### config.mk
export PLATFORM = sky130hd
export DESIGN_NAME = axi_lite_to_pcie_requester
export DESIGN_NICKNAME = d
export VERILOG_FILES = /design/src/rtl/axi_lite_to_pcie_requester.sv
export SDC_FILE = /design/constraint.sdc
export NUM_CORES = 1
export LEC_CHECK = 0
export ABC_AREA = 0
export CORE_AREA = 3 3 180 182
export CTS_BUF_LIST = sky130_fd_sc_hd__clkbuf_2 sky130_fd_sc_hd__clkbuf_4 sky130_fd_sc_hd__clkbuf_8
export CTS_CLUSTER_SIZE = 12
export DETAILED_ROUTE_END_ITERATION = 6
export DIE_AREA = 0 0 183 185
export GPL_TIMING_DRIVEN = 1
export PLACE_DENSITY = 0.52
export SLEW_MARGIN = 20
export SYNTH_ARGS = -nofsm -noshare
export SYNTH_HDL_FRONTEND = slang
export SYNTH_SLANG_ARGS = --single-unit
### constraint.sdc
create_clock -name user_clk -period 2.6 [get_ports user_clk]
set_clock_uncertainty 0.2 [all_clocks]
set_input_delay 0.52 -clock user_clk [delete_from_list [all_inputs] [get_ports user_clk]]
set_output_delay 0.52 -clock user_clk [all_outputs]
set_load 0.02 [all_outputs]
### src/rtl/axi_lite_to_pcie_requester.sv
// AXI-Lite slave that issues PCIe MWr32/MRd32 TLPs on a 128-bit TX stream and returns CplD data.
// Optional completion timeout in RD_WAIT: define CPL_TIMEOUT_EN.
module axi_lite_to_pcie_requester #(
   parameter int          C_DATA_WIDTH  = 128,
   parameter logic [31:0] AXI_WIN_MASK  = 32'hFFFF0000,
   parameter logic [31:0] PCIE_WIN_BASE = 32'h80000000,
   parameter logic [15:0] CPL_TIMEOUT   = 16'd50000
) (
   input  logic         user_clk,
   input  logic         user_reset,
   input  logic [15:0]  requester_id,
   input  logic [31:0]  S_AXI_AWADDR,
   input  logic         S_AXI_AWVALID,
   output logic         S_AXI_AWREADY,
   input  logic [31:0]  S_AXI_WDATA,
   input  logic [3:0]   S_AXI_WSTRB,
   input  logic         S_AXI_WVALID,
   output logic         S_AXI_WREADY,
   output logic [1:0]   S_AXI_BRESP,
   output logic         S_AXI_BVALID,
   input  logic         S_AXI_BREADY,
   input  logic [31:0]  S_AXI_ARADDR,
   input  logic         S_AXI_ARVALID,
   output logic         S_AXI_ARREADY,
   output logic [31:0]  S_AXI_RDATA,
   output logic [1:0]   S_AXI_RRESP,
   output logic         S_AXI_RVALID,
   input  logic         S_AXI_RREADY,
   output logic [127:0] m_axis_tx_tdata,
   output logic [15:0]  m_axis_tx_tkeep,
   output logic [3:0]   m_axis_tx_tuser,
   output logic         m_axis_tx_tlast,
   output logic         m_axis_tx_tvalid,
   input  logic         m_axis_tx_tready,
   input  logic [127:0] s_axis_cpl_tdata,
   input  logic [15:0]  s_axis_cpl_tkeep,
   input  logic         s_axis_cpl_tlast,
   input  logic         s_axis_cpl_tvalid,
   output logic         s_axis_cpl_tready
);

   typedef enum logic [2:0] {
      ST_IDLE, ST_WR_TLP, ST_WR_RESP, ST_RD_TLP, ST_RD_WAIT, ST_RD_RESP
   } state_t;

   state_t         r_state;
   logic           r_awready, r_wready, r_arready;
   logic           r_bvalid, r_rvalid;
   logic [31:0]    r_rdata;
   logic [1:0]     r_rresp;
   logic [127:0]   r_tx_tdata;
   logic [15:0]    r_tx_tkeep;
   logic           r_tx_tlast, r_tx_tvalid;
   logic [7:0]     r_tag;
   logic           r_last_rd;
   logic           r_cpl_tready;
   logic           r_cpl_sop;
`ifdef CPL_TIMEOUT_EN
   logic [15:0]    r_tmo;
`endif

   logic           w_wr_elig, w_rd_elig;
   logic [31:0]    w_wr_addr, w_rd_addr;
   logic [7:0]     w_tag_next;
   logic           w_cpl_hit, w_cpl_ok;
   logic           w_unused;

   function automatic logic [31:0] f_xlate(input logic [31:0] a);
      return ((a & ~AXI_WIN_MASK) | (PCIE_WIN_BASE & AXI_WIN_MASK)) & 32'hFFFF_FFFC;
   endfunction

   assign w_wr_elig  = S_AXI_AWVALID & S_AXI_WVALID;
   assign w_rd_elig  = S_AXI_ARVALID;
   assign w_wr_addr  = f_xlate(S_AXI_AWADDR);
   assign w_rd_addr  = f_xlate(S_AXI_ARADDR);
   assign w_tag_next = r_tag + 8'd1;

   // Header is only inspected on the first beat of a completion packet
   assign w_cpl_hit = s_axis_cpl_tvalid & r_cpl_tready & r_cpl_sop
                    & (s_axis_cpl_tdata[28:24] == 5'b01010)
                    & (s_axis_cpl_tdata[79:72] == r_tag);
   assign w_cpl_ok  = (s_axis_cpl_tdata[31:29] == 3'b010) & (s_axis_cpl_tdata[47:45] == 3'b000);

   assign w_unused = ^{s_axis_cpl_tkeep, s_axis_cpl_tdata[95:80], s_axis_cpl_tdata[71:64],
                       s_axis_cpl_tdata[63:48], s_axis_cpl_tdata[44:32], s_axis_cpl_tdata[23:0]};

   always_ff @(posedge user_clk) begin
      if (user_reset) begin
         r_state      <= ST_IDLE;
         r_awready    <= 1'b0;
         r_wready     <= 1'b0;
         r_arready    <= 1'b0;
         r_bvalid     <= 1'b0;
         r_rvalid     <= 1'b0;
         r_rdata      <= 32'h0;
         r_rresp      <= 2'b00;
         r_tx_tdata   <= 128'h0;
         r_tx_tkeep   <= 16'h0;
         r_tx_tlast   <= 1'b0;
         r_tx_tvalid  <= 1'b0;
         r_tag        <= 8'h0;
         r_last_rd    <= 1'b1;
         r_cpl_tready <= 1'b0;
         r_cpl_sop    <= 1'b1;
`ifdef CPL_TIMEOUT_EN
         r_tmo        <= 16'h0;
`endif
      end else begin
         r_cpl_tready <= 1'b1;
         if (s_axis_cpl_tvalid && r_cpl_tready)
            r_cpl_sop <= s_axis_cpl_tlast;

         case (r_state)
            ST_IDLE: begin
               r_awready <= 1'b0;
               r_wready  <= 1'b0;
               r_arready <= 1'b0;
               if (r_awready && w_wr_elig) begin
                  r_tx_tdata  <= {S_AXI_WDATA, w_wr_addr, requester_id, r_tag,
                                  4'h0, S_AXI_WSTRB, 32'h4000_0001};
                  r_tx_tkeep  <= 16'hFFFF;
                  r_tx_tlast  <= 1'b1;
                  r_tx_tvalid <= 1'b1;
                  r_state     <= ST_WR_TLP;
               end else if (r_arready && w_rd_elig) begin
                  r_tag       <= w_tag_next;
                  r_tx_tdata  <= {32'h0, w_rd_addr, requester_id, w_tag_next,
                                  8'h0F, 32'h0000_0001};
                  r_tx_tkeep  <= 16'h0FFF;
                  r_tx_tlast  <= 1'b1;
                  r_tx_tvalid <= 1'b1;
                  r_state     <= ST_RD_TLP;
               end else if (!r_awready && !r_arready) begin
                  // Round-robin when both channels request in the same cycle
                  if (w_wr_elig && (!w_rd_elig || r_last_rd)) begin
                     r_awready <= 1'b1;
                     r_wready  <= 1'b1;
                     r_last_rd <= 1'b0;
                  end else if (w_rd_elig) begin
                     r_arready <= 1'b1;
                     r_last_rd <= 1'b1;
                  end
               end
            end
            ST_WR_TLP: begin
               if (m_axis_tx_tready) begin
                  r_tx_tvalid <= 1'b0;
                  r_tx_tlast  <= 1'b0;
                  r_bvalid    <= 1'b1;
                  r_state     <= ST_WR_RESP;
               end
            end
            ST_WR_RESP: begin
               if (S_AXI_BREADY) begin
                  r_bvalid <= 1'b0;
                  r_state  <= ST_IDLE;
               end
            end
            ST_RD_TLP: begin
               if (m_axis_tx_tready) begin
                  r_tx_tvalid <= 1'b0;
                  r_tx_tlast  <= 1'b0;
                  r_state     <= ST_RD_WAIT;
`ifdef CPL_TIMEOUT_EN
                  r_tmo       <= 16'h0;
`endif
               end
            end
            ST_RD_WAIT: begin
               if (w_cpl_hit) begin
                  r_rvalid <= 1'b1;
                  r_rdata  <= w_cpl_ok ? s_axis_cpl_tdata[127:96] : 32'hFFFF_FFFF;
                  r_rresp  <= w_cpl_ok ? 2'b00 : 2'b10;
                  r_state  <= ST_RD_RESP;
               end
`ifdef CPL_TIMEOUT_EN
               else if (r_tmo == CPL_TIMEOUT - 16'd1) begin
                  r_rvalid <= 1'b1;
                  r_rdata  <= 32'hFFFF_FFFF;
                  r_rresp  <= 2'b10;
                  r_state  <= ST_RD_RESP;
               end else begin
                  r_tmo <= r_tmo + 16'd1;
               end
`endif
            end
            ST_RD_RESP: begin
               if (S_AXI_RREADY) begin
                  r_rvalid <= 1'b0;
                  r_state  <= ST_IDLE;
               end
            end
            default: r_state <= ST_IDLE;
         endcase
      end
   end

   assign S_AXI_AWREADY     = r_awready;
   assign S_AXI_WREADY      = r_wready;
   assign S_AXI_ARREADY     = r_arready;
   assign S_AXI_BVALID      = r_bvalid;
   assign S_AXI_BRESP       = 2'b00;
   assign S_AXI_RVALID      = r_rvalid;
   assign S_AXI_RDATA       = r_rdata;
   assign S_AXI_RRESP       = r_rresp;
   assign m_axis_tx_tdata   = r_tx_tdata;
   assign m_axis_tx_tkeep   = r_tx_tkeep;
   assign m_axis_tx_tuser   = 4'b0000;
   assign m_axis_tx_tlast   = r_tx_tlast;
   assign m_axis_tx_tvalid  = r_tx_tvalid;
   assign s_axis_cpl_tready = r_cpl_tready;

endmodule

==> metrics.csv <==
stage,metric,value,unit
grt,grt_first_pass_wirelength,31100,um
setup_path,crit_buf_inv,1,
power,comb_power_share,17.4,%
finish,final_cell_mix,"clkdlybuf4s50_1 (273), dfxtp_1 (127), nand2_1 (73)",
yosys,synth_cells,680,
grt,overflow,0,
clock_tree,cts.htree.levels,4,
yosys,ys_ff_latch,128,
placement,dp.cells,1313,
yosys,synthAdderAreaFrac,0.217,%
job,cap_viol_max_count,0,
clock_tree,clock_path_buffers,2,
detailed_routing,detail-route-antenna-nets,0,
detailed_routing,wl_per_cell,15.5,um
yosys,synthSimpleGateAreaFrac,17.8,%
setup_path,max_stage_delay,0.73,ns
setup_path,start_kind,register,
detailed_routing,drt_wl_total,20800,um
sta,fin_crit_sh,92.0,%
sta,setup_tns,0,ns
grt,grt_use_total,11.7,%
floorplanning,ios,462,
yosys,syn_area_per_cell,8.48,um^2
setup_path,cpMaxStageDelayCell,clkdlybuf4s50_1,
yosys,synth_top_family_by_area,simple AND/OR/NAND/NOR gates,
floorplanning,die_h,185,um
yosys,synth.cell_area,5770,um^2
setup_path,cp_top_family,buffers and inverters,
detailed_routing,vias,5603,
finish,final_cells,1345,
sta,drv_slew,0,
floorplanning,dieArea,33900,um^2
setup_path,crit_fanout,6,
grt,grt_antenna_before_repair,0,
yosys,synth_xor_area_share,3.19,%
clock_tree,path_clk_slew,0.08,ns
finish,nNetsFinal,1207,
setup_path,crit_chain,clkdlybuf4s50_1,
setup_path,crit_arrival,1.67,ns
placement,place_hpwl,14900,um
sta,hold_viol_final,0,
power,power.switching,0.00144,W
sta,setup_viol,0,
yosys,synth_mux_area_share,0.369,%
sta,worst_slew_margin_rel,60.7,%
clock_tree,tritoncts,yes,
yosys,synth_compound_area_share,17.3,%
yosys,async_reset_ff_share,0,%
yosys,synth_edf_count,0,
yosys,yosysWarnings,0,
clock_tree,cts_buffers,17,
clock_tree,cts-root-buf,clkbuf_8,
placement,globalplace.congestion,0.753,
setup_path,cp.required,1.88,ns
power,power_density,527,nW/um^2
sta,max_freq,418,MHz
hold_path,worstHoldStart,user_reset,
placement,dpl_cell_area,8790,um^2
yosys,yosys.cell_types.count,42,
power,power_leakage,3.21,nW
setup_path,timing_worst_setup_path_type,register to output port,
grt,grt_start_max_net_pins,70,
finish,layout_commonest_cell,clkdlybuf4s50_1,
placement,place.port_buffers,274,
clock_tree,cts_sinks,128,
detailed_routing,drt-pass1-iter-count,4,
power,power_frac_seq,42.6,%
clock_tree,cts_hold_buf,0,
setup_path,r2r-start,r_tag[4]$_SDFFE_PP0P_,
finish,finalInstanceArea,9220,um^2
grt,grt_pass1_vias,5313,
clock_tree,clock_latency,0.46,ns
yosys,seq_area_frac_synth,44.4,%
sta,tightest_slew,0.590,ns
run_status,status,finished clean,
floorplanning,die_width,183,um
sta,rsz0062_at_grt,no,
clock_tree,post_cts_buffers,0,
power,p_sw_share,29.5,%
floorplanning,core,30700,um^2
floorplanning,num_rows,64,
finish,syn_to_final_growth,59.9,%
power,ir_worst_vdd,0.351,mV
floorplanning,initial_core_util,18.8,%
finish,antenna_cells,0,
setup_path,crit_path_start,S_AXI_ARREADY$_SDFFE_PP0N_,
finish,final_layout_size_suffix_gt1_share,8.85,%
setup_path,cp-end-kind,output port,
power,p_int,0.00342,W
yosys,synth-main-ff-cell,dfxtp_1,
power,pwr-share-clk,40.1,%
detailed_routing,vias_per_cell,4.17,
sta,finalCriticalPeriod,2.39,ns
detailed_routing,drtIter0Drc,165,
detailed_routing,drc,0,
hold_path,hp-class,input port to register,
## stage by stage
step                      utilization [%]  setup WS, ns  hold slack (ns)  power [W]
after floorplan                         -         0.419            0.240    0.00257
after global placement               28.6        -0.147            0.241    0.00296
after detailed placement             28.6        -0.159            0.247    0.00296
after CTS                            30.0        0.0790            0.204    0.00497
after global routing                 30.0        0.0950            0.206    0.00512
final                                30.0         0.209            0.238    0.00486
## cells by family after synthesis
kind of cell             count (synthesis)
AO/OA/AOI/OAI                          136
XOR/XNOR                                21
adder cells (fa/ha/maj)                  1
buffers and inverters                  170
flip-flops                             128
multiplexers                             2
other                                    1
AND/OR/NAND/NOR                        221
## Yosys cell counts (4+ instances only)
library cell | number | area [um^2]
dfxtp_1 | 128 | 2560
buf_4 | 77 | 578
nand2_1 | 73 | 274
nor2_1 | 71 | 267
clkbuf_1 | 40 | 150
nor4_1 | 37 | 231
inv_1 | 36 | 135
a22oi_1 | 33 | 248
a21oi_1 | 32 | 160
a221oi_1 | 32 | 280
a311oi_1 | 18 | 158
buf_2 | 15 | 75.1
xnor2_1 | 12 | 105
nand3_1 | 10 | 50.1
xor2_1 | 9 | 78.8
o21ai_0 | 8 | 40.0
nand4_1 | 5 | 31.3
nor3_1 | 5 | 25.0
a211oi_1 | 4 | 30.0
o221a_2 | 4 | 45.0
or3_1 | 4 | 25.0
## sequential cells by signal (all words and copies together), names as in the netlist
register	count
S_AXI_ARREADY	1
S_AXI_BVALID	1
S_AXI_RDATA	32
S_AXI_RRESP	1
S_AXI_RVALID	1
S_AXI_WREADY	1
m_axis_tx_tdata	74
m_axis_tx_tkeep	2
m_axis_tx_tvalid	1
r_cpl_sop	1
r_last_rd	1
r_state	3
r_tag	8
s_axis_cpl_tready	1
## worst reg2reg max path, cell delays in order (launching register included)
cell	delay (ns)
dfxtp_1	0.51
xnor2_1	0.18
nor4bb_1	0.42
nand4_1	0.13
buf_4	0.28
a221oi_1	0.35
## cell type report
cell class / count / area (um^2)
Timing Repair Buffer: 313 / 3110
Tap cell: 396 / 495
Inverter: 37 / 139
Fill cell: 3283 / 21500
Clock inverter: 15 / 198
Multi-Input combinational cell: 439 / 2480
Sequential cell: 128 / 2560
Clock buffer: 17 / 234
## worst paths after layout
kind | end | slack, ns | depth (start not counted)
worst min register to register | m_axis_tx_tdata[48]$_SDFFE_PP0P_ | 0.26 | 2
worst max-delay path | S_AXI_ARREADY | 0.21 | 1
worst max register to register | S_AXI_RDATA[5]$_SDFFE_PP0P_ | 0.42 | 5
worst min-delay path | s_axis_cpl_tready$_DFF_P_ | 0.24 | 2
## layer usage
| metal | wire, um | track usage, % |
|---|---|---|
| met5 | 0 | 0 |
| met4 | 119 | 2.50 |
| met3 | 1870 | 5.16 |
| met2 | 9350 | 18.2 |
| met1 | 9500 | 15.2 |
## power groups by stage
stage | registers, W | logic [W] | clock network [W]
5_1_grt | 0.00208 | 0.000907 | 0.00214
4_1_cts | 0.00207 | 0.000853 | 0.00205
2_1_floorplan | 0.00217 | 0.000403 | 0
6_report | 0.00207 | 0.000843 | 0.00195
3_5_place_dp | 0.00211 | 0.000848 | 0
3_3_place_gp | 0.00211 | 0.000848 | 0
## what timing repair did
action                                 CTS  global route
endpoints found under the hold margin    0             0
gates resized for setup                  0             1
setup endpoints to repair                0            14
(Power assumes the default switching activity.)
